[src/rtl/spi_pkg.sv]
// Shared SPI definitions: responder FSM states and the link-wide mode and width constants.
package spi_pkg;

    typedef enum logic {
        IDLE  = 1'b0,
        SHIFT = 1'b1
    } spi_state_e;

    // Mode 0 is shared with the master side of the link
    localparam logic SPI_CPOL      = 1'b0;
    localparam logic SPI_CPHA      = 1'b0;
    localparam int   SPI_DEFAULT_W = 16;

endpackage

[src/rtl/spi_sync_edge.sv]
// Multi-flop synchronizer for one asynchronous pin, with registered rise/fall pulses
// derived from the last stage and a delayed copy of it.
module spi_sync_edge #(
    parameter int   STAGES  = 2,
    parameter logic RST_VAL = 1'b0
) (
    input  logic clk,
    input  logic resetb,
    input  logic d_i,
    output logic rise_o,
    output logic fall_o
);

    logic [STAGES-1:0] sync_q;
    logic              dly_q;
    logic              rise_q;
    logic              fall_q;

    // Synchronizer chain, delayed copy and edge pulse registers
    always_ff @(posedge clk or negedge resetb) begin
        if (!resetb) begin
            sync_q <= {STAGES{RST_VAL}};
            dly_q  <= RST_VAL;
            rise_q <= 1'b0;
            fall_q <= 1'b0;
        end else begin
            sync_q <= {sync_q[STAGES-2:0], d_i};
            dly_q  <= sync_q[STAGES-1];
            rise_q <= sync_q[STAGES-1] & ~dly_q;
            fall_q <= ~sync_q[STAGES-1] & dly_q;
        end
    end

    assign rise_o = rise_q;
    assign fall_o = fall_q;

endmodule

[src/rtl/spi_slave.sv]
// Mode 0, MSB-first SPI responder oversampled by clk; single-entry tx holding register,
// rx words reported with a one-cycle valid pulse.
module spi_slave
    import spi_pkg::*;
#(
    parameter int DATA_W      = SPI_DEFAULT_W,
    parameter int SYNC_STAGES = 2
) (
    input  logic              clk,
    input  logic              resetb,
    input  logic              sclk_i,
    input  logic              csb_i,
    input  logic              mosi_i,
    output logic              miso_o,
    output logic              miso_oe_o,
    input  logic [DATA_W-1:0] tx_data_i,
    input  logic              tx_valid_i,
    output logic              tx_ready_o,
    output logic [DATA_W-1:0] rx_data_o,
    output logic              rx_valid_o,
    output logic              tx_underrun_o,
    output logic              busy_o
);

    localparam int               CNT_W    = $clog2(DATA_W) + 1;
    localparam logic [CNT_W-1:0] CNT_LAST = CNT_W'(DATA_W - 1);
    localparam logic [CNT_W-1:0] CNT_ONE  = CNT_W'(1);
    localparam logic [CNT_W-1:0] CNT_ZERO = CNT_W'(0);

    logic sclk_rise_s, sclk_fall_s, csb_rise_s, csb_fall_s;
    logic [SYNC_STAGES-1:0] mosi_sync_q;
    logic mosi_s;

    spi_state_e        state_q, state_d;
    logic [CNT_W-1:0]  cnt_q, cnt_d;
    logic [DATA_W-1:0] tx_shift_q, tx_shift_d;
    logic [DATA_W-1:0] rx_shift_q, rx_shift_d;
    logic [DATA_W-1:0] rx_data_q, rx_data_d;
    logic [DATA_W-1:0] hold_q, hold_d;
    logic              hold_valid_q, hold_valid_d;
    logic              rx_valid_q, rx_valid_d;
    logic              underrun_q, underrun_d;
    logic              oe_q, oe_d;
    logic              word_seen_q, word_seen_d;
    logic              load_s;
    logic [DATA_W-1:0] rx_word_s;

    spi_sync_edge #(.STAGES(SYNC_STAGES), .RST_VAL(1'b0)) u_sclk_sync (
        .clk(clk), .resetb(resetb), .d_i(sclk_i), .rise_o(sclk_rise_s), .fall_o(sclk_fall_s)
    );

    spi_sync_edge #(.STAGES(SYNC_STAGES), .RST_VAL(1'b1)) u_csb_sync (
        .clk(clk), .resetb(resetb), .d_i(csb_i), .rise_o(csb_rise_s), .fall_o(csb_fall_s)
    );

    // Plain synchronizer for mosi; data is stable well before the sclk rise is acted on
    always_ff @(posedge clk or negedge resetb) begin
        if (!resetb) begin
            mosi_sync_q <= {SYNC_STAGES{1'b0}};
        end else begin
            mosi_sync_q <= {mosi_sync_q[SYNC_STAGES-2:0], mosi_i};
        end
    end

    assign mosi_s    = mosi_sync_q[SYNC_STAGES-1];
    assign rx_word_s = {rx_shift_q[DATA_W-2:0], mosi_s};

    // Next-state logic: csb rise has priority over any sclk edge in the same cycle
    always_comb begin
        state_d      = state_q;
        cnt_d        = cnt_q;
        tx_shift_d   = tx_shift_q;
        rx_shift_d   = rx_shift_q;
        rx_data_d    = rx_data_q;
        hold_d       = hold_q;
        hold_valid_d = hold_valid_q;
        rx_valid_d   = 1'b0;
        underrun_d   = 1'b0;
        oe_d         = oe_q;
        word_seen_d  = word_seen_q;
        load_s       = 1'b0;

        case (state_q)
            IDLE: begin
                if (csb_fall_s) begin
                    state_d     = SHIFT;
                    load_s      = 1'b1;
                    cnt_d       = CNT_ZERO;
                    oe_d        = 1'b1;
                    word_seen_d = 1'b0;
                end else begin
                    state_d = IDLE;
                end
            end
            SHIFT: begin
                if (csb_rise_s) begin
                    state_d    = IDLE;
                    cnt_d      = CNT_ZERO;
                    oe_d       = 1'b0;
                    tx_shift_d = {DATA_W{1'b0}};
                    rx_shift_d = {DATA_W{1'b0}};
                end else if (sclk_rise_s) begin
                    rx_shift_d = rx_word_s;
                    if (cnt_q == CNT_LAST) begin
                        rx_data_d   = rx_word_s;
                        rx_valid_d  = 1'b1;
                        cnt_d       = CNT_ZERO;
                        word_seen_d = 1'b1;
                    end else begin
                        cnt_d = cnt_q + CNT_ONE;
                    end
                end else if (sclk_fall_s) begin
                    if (cnt_q != CNT_ZERO) begin
                        tx_shift_d = {tx_shift_q[DATA_W-2:0], 1'b0};
                    end else if (word_seen_q) begin
                        load_s = 1'b1;
                    end else begin
                        tx_shift_d = tx_shift_q;
                    end
                end else begin
                    state_d = SHIFT;
                end
            end
            default: begin
                state_d = IDLE;
            end
        endcase

        // A load samples the holding register as it was before this cycle's accept
        if (load_s) begin
            tx_shift_d   = hold_valid_q ? hold_q : {DATA_W{1'b0}};
            underrun_d   = ~hold_valid_q;
            hold_valid_d = 1'b0;
        end else begin
            underrun_d = 1'b0;
        end

        if (tx_valid_i && !hold_valid_q) begin
            hold_d       = tx_data_i;
            hold_valid_d = 1'b1;
        end else begin
            hold_d = hold_d;
        end
    end

    // State and datapath registers
    always_ff @(posedge clk or negedge resetb) begin
        if (!resetb) begin
            state_q      <= IDLE;
            cnt_q        <= CNT_ZERO;
            tx_shift_q   <= {DATA_W{1'b0}};
            rx_shift_q   <= {DATA_W{1'b0}};
            rx_data_q    <= {DATA_W{1'b0}};
            hold_q       <= {DATA_W{1'b0}};
            hold_valid_q <= 1'b0;
            rx_valid_q   <= 1'b0;
            underrun_q   <= 1'b0;
            oe_q         <= 1'b0;
            word_seen_q  <= 1'b0;
        end else begin
            state_q      <= state_d;
            cnt_q        <= cnt_d;
            tx_shift_q   <= tx_shift_d;
            rx_shift_q   <= rx_shift_d;
            rx_data_q    <= rx_data_d;
            hold_q       <= hold_d;
            hold_valid_q <= hold_valid_d;
            rx_valid_q   <= rx_valid_d;
            underrun_q   <= underrun_d;
            oe_q         <= oe_d;
            word_seen_q  <= word_seen_d;
        end
    end

    assign miso_o        = tx_shift_q[DATA_W-1];
    assign miso_oe_o     = oe_q;
    assign tx_ready_o    = ~hold_valid_q;
    assign rx_data_o     = rx_data_q;
    assign rx_valid_o    = rx_valid_q;
    assign tx_underrun_o = underrun_q;
    assign busy_o        = (state_q == SHIFT);

endmodule

[config.mk]
export PLATFORM = sky130hd
export DESIGN_NAME = spi_slave
export DESIGN_NICKNAME = d
export VERILOG_FILES = /design/src/rtl/spi_pkg.sv /design/src/rtl/spi_sync_edge.sv /design/src/rtl/spi_slave.sv
export SDC_FILE = /design/constraint.sdc
export NUM_CORES = 1
export LEC_CHECK = 0
export BUFFER_PORTS_ARGS = -buffer_cell sky130_fd_sc_hd__buf_4
export CAP_MARGIN = 20
export CELL_PAD_IN_SITES_DETAIL_PLACEMENT = 1
export CELL_PAD_IN_SITES_GLOBAL_PLACEMENT = 1
export CORE_MARGIN = 5
export CORE_UTILIZATION = 35
export DETAILED_ROUTE_END_ITERATION = 12
export PLACE_DENSITY_LB_ADDON = 0.1
export SETUP_SLACK_MARGIN = 0.05
export SLEW_MARGIN = 15
export SYNTH_ARGS = -nofsm -noshare
export SYNTH_HDL_FRONTEND = slang
export SYNTH_HIERARCHICAL = 1
export SYNTH_SLANG_ARGS = --single-unit
[constraint.sdc]
create_clock -name clk -period 3.2 [get_ports clk]
set_input_delay 0.16 -clock clk [delete_from_list [all_inputs] [get_ports clk]]
set_output_delay 0.16 -clock clk [all_outputs]
set_load 0.03 [all_outputs]
==> metrics.md, run 1 <==
| Metric | Value |
|---|---|
| Vias per inst | 4.94 |
| Worst slack at placement | between 1 and 1.5 ns |
| FILL cells | 1061 |
| Post-synthesis sequential area ratio | around 62% |
| Commonest non-fill, non-tap cell in the layout | dfrtp_1 |
| Yosys cell types | 37 |
| Final worst path period share | 67.0% |
| GRT overflow | 0 |
| DR vias | about 2300 |
| DRC viols | 0 |
| Worst slew margin | a little under half |
| Clk buf depth | 2 |
| Sum Neg Setup Slack | 0 ns |
| First-pass GRT wire length | between 10000 and 15000 µm |
| CTS resizes | 0 |
| CTS Sinks | 86 |
| RSZ-0062 raised after global routing | no |
| HP Class | in2reg |
| Crit path kind | reg2reg |
| GRT Total Usage | around an eighth |
| CP Launch Type | flop |
| Avg WL per Cell | ~15 µm |
| Die W | between 100 and 150 µm |
| # rows | 36 |
| Routed wire length | between 7000 and 8000 µm |
| Mapped Nets | roughly 300 |
| 1st-pass router iterations | 4 |
| ANT cells | 0 |
| Die area | approximately 12000 µm² |
| Num ports | 44 |
| Largest net degree at the start of global routing | 85 |
| Port Buffers | between 40 and 50 |
| Fin. max-slew vios | 0 |
| Clock Skew | 0.0113 ns |
| Antenna Violating Nets Remaining | 0 |
| Final Hold Slack | ~0.04 ns |
| CP max FO | 15 |
| Gate count of the mapped netlist | 280 |
| Starting DRT DRC Count | 94 |
| Die height | 110 µm |
| Initial antenna violation count | 0 |
| Worst Max-Slew Pin Slew | approximately 0.79 ns |
| Yosys warnings | 6 |
| Arr. time, crit path | 2.36 ns |
| Final Net Count | between 300 and 400 |
| CTS clk-pin slew, worst paths | approximately 0.090 ns |
| Final setup margin | 1.06 ns |
| CTS Buf Count | 9 |
| Share of cells above drive strength 1 | 32.3% |
| PwrDens | 748 nW/µm² |
| Core area | slightly below 10000 µm² |
| Endpoint class of the critical path | flop |
| Pleak | 1.97 nW |
| Crit path required time | roughly 3.4 ns |
| Initial Util | 35.8% |
| Synth Cell Area | around 3500 µm² |
| Vias in the first global route | about 2400 |
| Max Clock Freq | 467 MHz |
| Avg Cell Area, Syn | 12.5 µm² |
| Status | completed |
| Max H-tree Level | 3 |
| TritonCTS clock tree | yes |
| Most used cells in the layout excluding fill and tap cells | 83 x dfrtp_1, 48 x buf_4, 32 x mux2_2 |
| Minimum clock period | ~2.1 ns |
| R2R Setup Slk | between 1 and 1.5 ns |
| Clock root cell | clkbuf_8 |
| Later-pin clock latency in the skew report | 0.35 ns |
| Final Hold Viols | 0 |
| Final setup vio count | 0 |
| Synth-to-Final Area Change | 20.7% |
| Post-DP HPWL | approximately 4600 µm |
| Synthesis-stage register bit count | 86 |
| Peak VDD IR | slightly below 0.3 mV |
| Max-cap violations | 0 |
| Placer Congestion | about 0.70 |
power by group:
group,internal (mW),switching [mW],leakage [nW]
clock,0.442,0.381,0.104
sequential,1.39,0.212,1.07
combinational,0.376,0.359,0.799
stage by stage:
stage	power (mW)	utilization, %	std cells	cell area [µm²]
floorplan	2.12	-	280	3500
global placement	2.35	40.6	447	3970
detailed placement	2.37	40.6	447	3970
CTS	3.21	43.0	466	4210
global route	3.38	43.2	467	4220
finish	3.16	43.2	467	4220
final cells by class:
cell class | count | area [µm²] | share of cell area, %
inverter | 20 | 75.1 | 1.78
clock inverter | 5 | 81.3 | 1.93
timing repair buffer | 53 | 412 | 9.75
clock buffer | 11 | 131 | 3.11
sequential | 86 | 2160 | 51.1
multi-input combinational | 159 | 1200 | 28.4
tap | 133 | 166 | 3.94
cell usage after synthesis (all sizes together):
| master | count | area [µm²] |
|---|---|---|
| a2bb2oi | 14 | 123 |
| o21a | 1 | 7.51 |
| nand4b | 1 | 8.76 |
| nor2b | 4 | 25.0 |
| a41oi | 1 | 8.76 |
| buf | 3 | 27.5 |
| ha | 2 | 25.0 |
| a21o | 2 | 15.0 |
| nor3 | 1 | 5.00 |
| a211o | 1 | 10.0 |
| o22ai | 16 | 100 |
| nand3b | 2 | 15.0 |
| dfrtp | 83 | 2080 |
| nand2b | 3 | 18.8 |
| a21oi | 17 | 85.1 |
| mux2 | 32 | 360 |
| o2bb2ai | 1 | 8.76 |
| or4b | 1 | 13.8 |
| nor2 | 19 | 73.8 |
| inv | 20 | 75.1 |
| clkbuf | 12 | 45.0 |
| nand3 | 2 | 10.0 |
| o311a | 1 | 11.3 |
| nor4b | 1 | 8.76 |
| o21ai | 7 | 35.0 |
| and2 | 1 | 6.26 |
| a22oi | 15 | 118 |
| nand2 | 8 | 30.0 |
| nor3b | 1 | 7.51 |
| a221oi | 1 | 8.76 |
| dfstp | 3 | 78.8 |
| o31a | 1 | 10.0 |
| o41ai | 1 | 27.5 |
| and2b | 2 | 17.5 |
worst paths after layout:
| path | start | endpoint | cells after the start |
|---|---|---|---|
| max in group asynchronous | resetb | u_csb_sync/sync_q[1] | 3 |
| worst max register to register | cnt_q[0] | tx_shift_q[6] | 6 |
| min in group asynchronous | resetb | cnt_q[2] | 2 |
| worst min-delay path | tx_data_i[2] | hold_q[2] | 2 |
| worst max-delay path | cnt_q[0] | tx_shift_q[6] | 6 |
| worst min register to register | u_sclk_sync/sync_q[0] | u_sclk_sync/sync_q[1] | 0 |
registers in the layout, summed over array words and instances, names as in the netlist, 2 cells and up:
signal and flops:
mosi_sync_q 2, u_csb_sync/sync_q 2, rx_shift_q 15, tx_shift_q 16, cnt_q 5, u_sclk_sync/sync_q 2
hold_q 16, rx_data_o 16
per-layer routing:
layer / wire, µm / up-vias / share of wire (%) / global-route usage [%]
met3: 229 / 8 / 3.3 / 2.70
met2: 3330 / 33 / 47 / 19.2
li1: - / 1104 / - / -
met4: 93 / 0 / 1.3 / 5.34
met5: 0 / - / 0 / 0
met1: 3360 / 1164 / 48 / 17.2
worst max-delay path: stages, from the launching register on:
cell and delay (ns):
dfrtp_1 0.43, inv_1 0.07, ha_1 0.16, or4b_4 0.50, o311a_2 0.54, a22oi_1 0.22
a21oi_1 0.09
kinds of logic (layout without fill, tap and decap cells):
family                   after synthesis  after routing  share of synthesized area [%]
flip-flops                            86             86                           61.6
adder cells (fa/ha/maj)                2              2                          0.715
multiplexers                          32             32                           10.3
AND/OR/NAND/NOR                       46             46                           6.87
buffers and inverters                 35             89                           4.22
AO/OA/AOI/OAI                         79             79                           16.2
repair_timing:
action,CTS,global route
endpoints found under the hold margin,3,83
setup buffers,0,0
hold buffers,3,1
No activity file was read; power rests on OpenSTA's default activity.
==> run 2: changes to the inputs <==
Settings changed: ABC_AREA from default to 1.
Clock period 3.2 ns to 1.95 ns, I/O delays scaled along.
==> run 2 against run 1 <==
Cell area up 8.9%. Sequential power up 49%. Clock-buffer cell count unchanged. Critical path depth up 4. Combinational power up 82%. Setup slack worse by 0.76 ns. Core utilization up 1.4 points. Routed wire length up 18%. Sequential cell count unchanged. Clock skew down 0.0053 ns. Largest power group unchanged.
==> metrics.md, run 2 <==
| Metric | Value |
|---|---|
| Clk buf depth | 2 |
| Final Hold Viols | 0 |
| Max-cap violations | 0 |
| Final setup margin | about 0.30 ns |
| CP max stage delay | 0.39 ns |
| Endpoint class of the critical path | flop |
| Largest net degree at the start of global routing | between 40 and 50 |
| Critical path depth in cells | 10 |
| Post-synth top cells | 137 x nand2_1, 83 x dfrtp_1, 48 x inv_1, 17 x nor2_1, 16 x mux2_2 |
| R2R Setup Slk | 0.30 ns |
| Final worst path period share | 84.7% |
| Clock Skew | 0.00604 ns |
| Vias in the first global route | approximately 3000 |
| Sum of buffers and inverters on the critical path | 2 |
| Minimum clock period | approximately 1.7 ns |
| Peak VDD IR | 0.497 mV |
| Worst slew margin | about three fifths |
| Family with the most delay on the worst path | simple AND/OR/NAND/NOR gates |
| Worst slack at placement | between 0.2 and 0.3 ns |
| DR vias | about 2800 |
| Placer Congestion | approximately 0.77 |
| Top-area cell type share of the netlist area | a little under three fifths |
| Avg Cell Area, Syn | roughly 9.4 µm² |
| Crit path cell chain | inv_1 -> ha_1 -> inv_1 -> nor2_1 -> nand2_1 -> nand2_1 -> nand2_1 -> o21bai_4 -> nand2_1 -> nand2_1 |
| Port Buffers | 43 |
| CTS Buf Count | 9 |
| GRT Total Usage | 14.1% |
| HP Class | in2reg |
| Initial antenna violation count | 0 |
| Post-CTS Setup Bufs | 0 |
| # rows | 37 |
| Yosys cell types | 28 |
| CTS Hold Bufs | 20 |
| Share of flip-flops with an asynchronous set or reset | between 90% and 100% |
| Synth-to-Final Area Change | 24.4% |
| Most frequent cell after synthesis | nand2_1 |
| Synthesis-stage register bit count | 86 |
| Later-pin clock latency in the skew report | roughly 0.36 ns |
| Avg WL per Cell | approximately 14 µm |
| Starting DRT DRC Count | 70 |
| Slowest cell on crit path | dfrtp_1 |
| CTS resizes | 0 |
| CTS clk-pin slew, worst paths | roughly 0.09 ns |
| Die area | about 13000 µm² |
| Commonest non-fill, non-tap cell in the layout | nand2_1 |
| Routed wire length | a little over 8000 µm |
| Reg2Reg Depth | 10 |
| CP max FO | 16 |
| Final Net Count | a little under 500 |
| Arr. time, crit path | approximately 2.0 ns |
| Post-synth EDFFs | 0 |
| Core area | roughly 10000 µm² |
| Max H-tree Level | 3 |
| Die height | 113 µm |
| GRT overflow | 0 |
| Most common cell on crit path | nand2_1 |
| Yosys warnings | 6 |
| CP Launch Type | flop |
| Area leader, netlist | dfrtp_1 |
| Gate count of the mapped netlist | roughly 400 |
| Hold Crit Depth | 4 |
| 1st-pass router iterations | 4 |
| Most used cells in the layout excluding fill and tap cells | 137 x nand2_1, 83 x dfrtp_1, 53 x buf_4 |
| Main synth FF type | dfrtp_1 |
| Die W | between 100 and 150 µm |
| Vias per inst | around 4.6 |
| DRC viols | 0 |
| Status | completed |
| PwrDens | approximately 1100 nW/µm² |
| Fin. max-slew vios | 0 |
| ANT cells | 0 |
| Share of cells above drive strength 1 | a little over a fifth |
| Max Clock Freq | around 610 MHz |
| Clock root cell | clkbuf_8 |
| RSZ-0062 raised after global routing | no |
| Post-DP HPWL | ~5600 µm |
| Num ports | 44 |
| Worst Max-Slew Pin Slew | approximately 0.58 ns |
| Crit path kind | reg2reg |
| Synth Cell Area | 3690 µm² |
| CTS Sinks | 86 |
| Initial Util | between 30 and 40% |
| Top cells by area, synth | dfrtp_1 56%, nand2_1 14%, inv_1 4.9% |
| Post-synthesis sequential area ratio | 58.3% |
| Antenna Violating Nets Remaining | 0 |
| Final setup vio count | 0 |
| TritonCTS clock tree | yes |
| Sum Neg Setup Slack | 0 ns |
| First-pass GRT wire length | 14400 µm |
| Pleak | around 2.4 nW |
| Crit path required time | around 2.3 ns |
| Mapped Nets | between 400 and 500 |
==> run 2: path summary, 6_finish.rpt <==
| kind | from | endpoint |
|---|---|---|
| min | tx_valid_i | hold_valid_q |
| max in group asynchronous | resetb | u_csb_sync/dly_q |
| min reg2reg | u_sclk_sync/sync_q[0] | u_sclk_sync/sync_q[1] |
| max | cnt_q[0] | tx_shift_q[14] |
| max reg2reg | cnt_q[0] | tx_shift_q[14] |
| min in group asynchronous | resetb | u_sclk_sync/dly_q |
==> run 2: logic make-up after synthesis <==
| family | share of synthesized area, % |
|---|---|
| DFF | 58.3 |
| adders and majority gates | 0.677 |
| muxes | 4.88 |
| AOI/OAI and AO/OA | 6.70 |
| and+or+nand+nor | 21.8 |
| buffers and inverters | 7.55 |
==> run 2: power by group <==
part           internal [mW]  switching (mW)
logic                  0.611           0.730
clock network          0.512           0.687
registers               2.17           0.210
==> run 2: per-layer routing <==
layer | up-vias | share of wire, % | track usage (%)
met5 | - | 0 | 0
met4 | 0 | 2.1 | 6.97
met3 | 11 | 3.2 | 2.67
met2 | 40 | 45 | 21.4
met1 | 1345 | 50 | 19.2
li1 | 1373 | - | -
==> run 2: cell type report <==
| type | count | area, µm² |
|---|---|---|
| timing repair buffer | 75 | 638 |
| fill | 1203 | 5730 |
| multi-input combinational | 244 | 1260 |
| inverter | 50 | 190 |
| tap | 136 | 170 |
| sequential | 86 | 2160 |
| clock inverter | 5 | 42.5 |
| clock buffer | 11 | 141 |
==> run 2: worst reg2reg max path: stages (launching register included) <==
cell and delay [ns]:
dfrtp_1 0.39, inv_1 0.11, ha_1 0.17, inv_1 0.04
nor2_1 0.07, nand2_1 0.06, nand2_1 0.06, nand2_1 0.10
o21bai_4 0.39, nand2_1 0.11, nand2_1 0.09
==> run 2: metrics by stage <==
| step | cell area, µm² | util, % | hold slack, ns | instances | power, mW |
|---|---|---|---|---|---|
| floorplan | 3690 | - | -0.198 | 395 | 3.35 |
| global placement | 4210 | 40.8 | 0.140 | 571 | 3.70 |
| CTS | 4600 | 44.5 | 0.165 | 607 | 5.04 |
| finish | 4600 | 44.5 | 0.186 | 607 | 4.92 |
| global route | 4600 | 44.5 | 0.215 | 607 | 5.33 |
| detailed placement | 4210 | 40.8 | 0.144 | 571 | 3.76 |
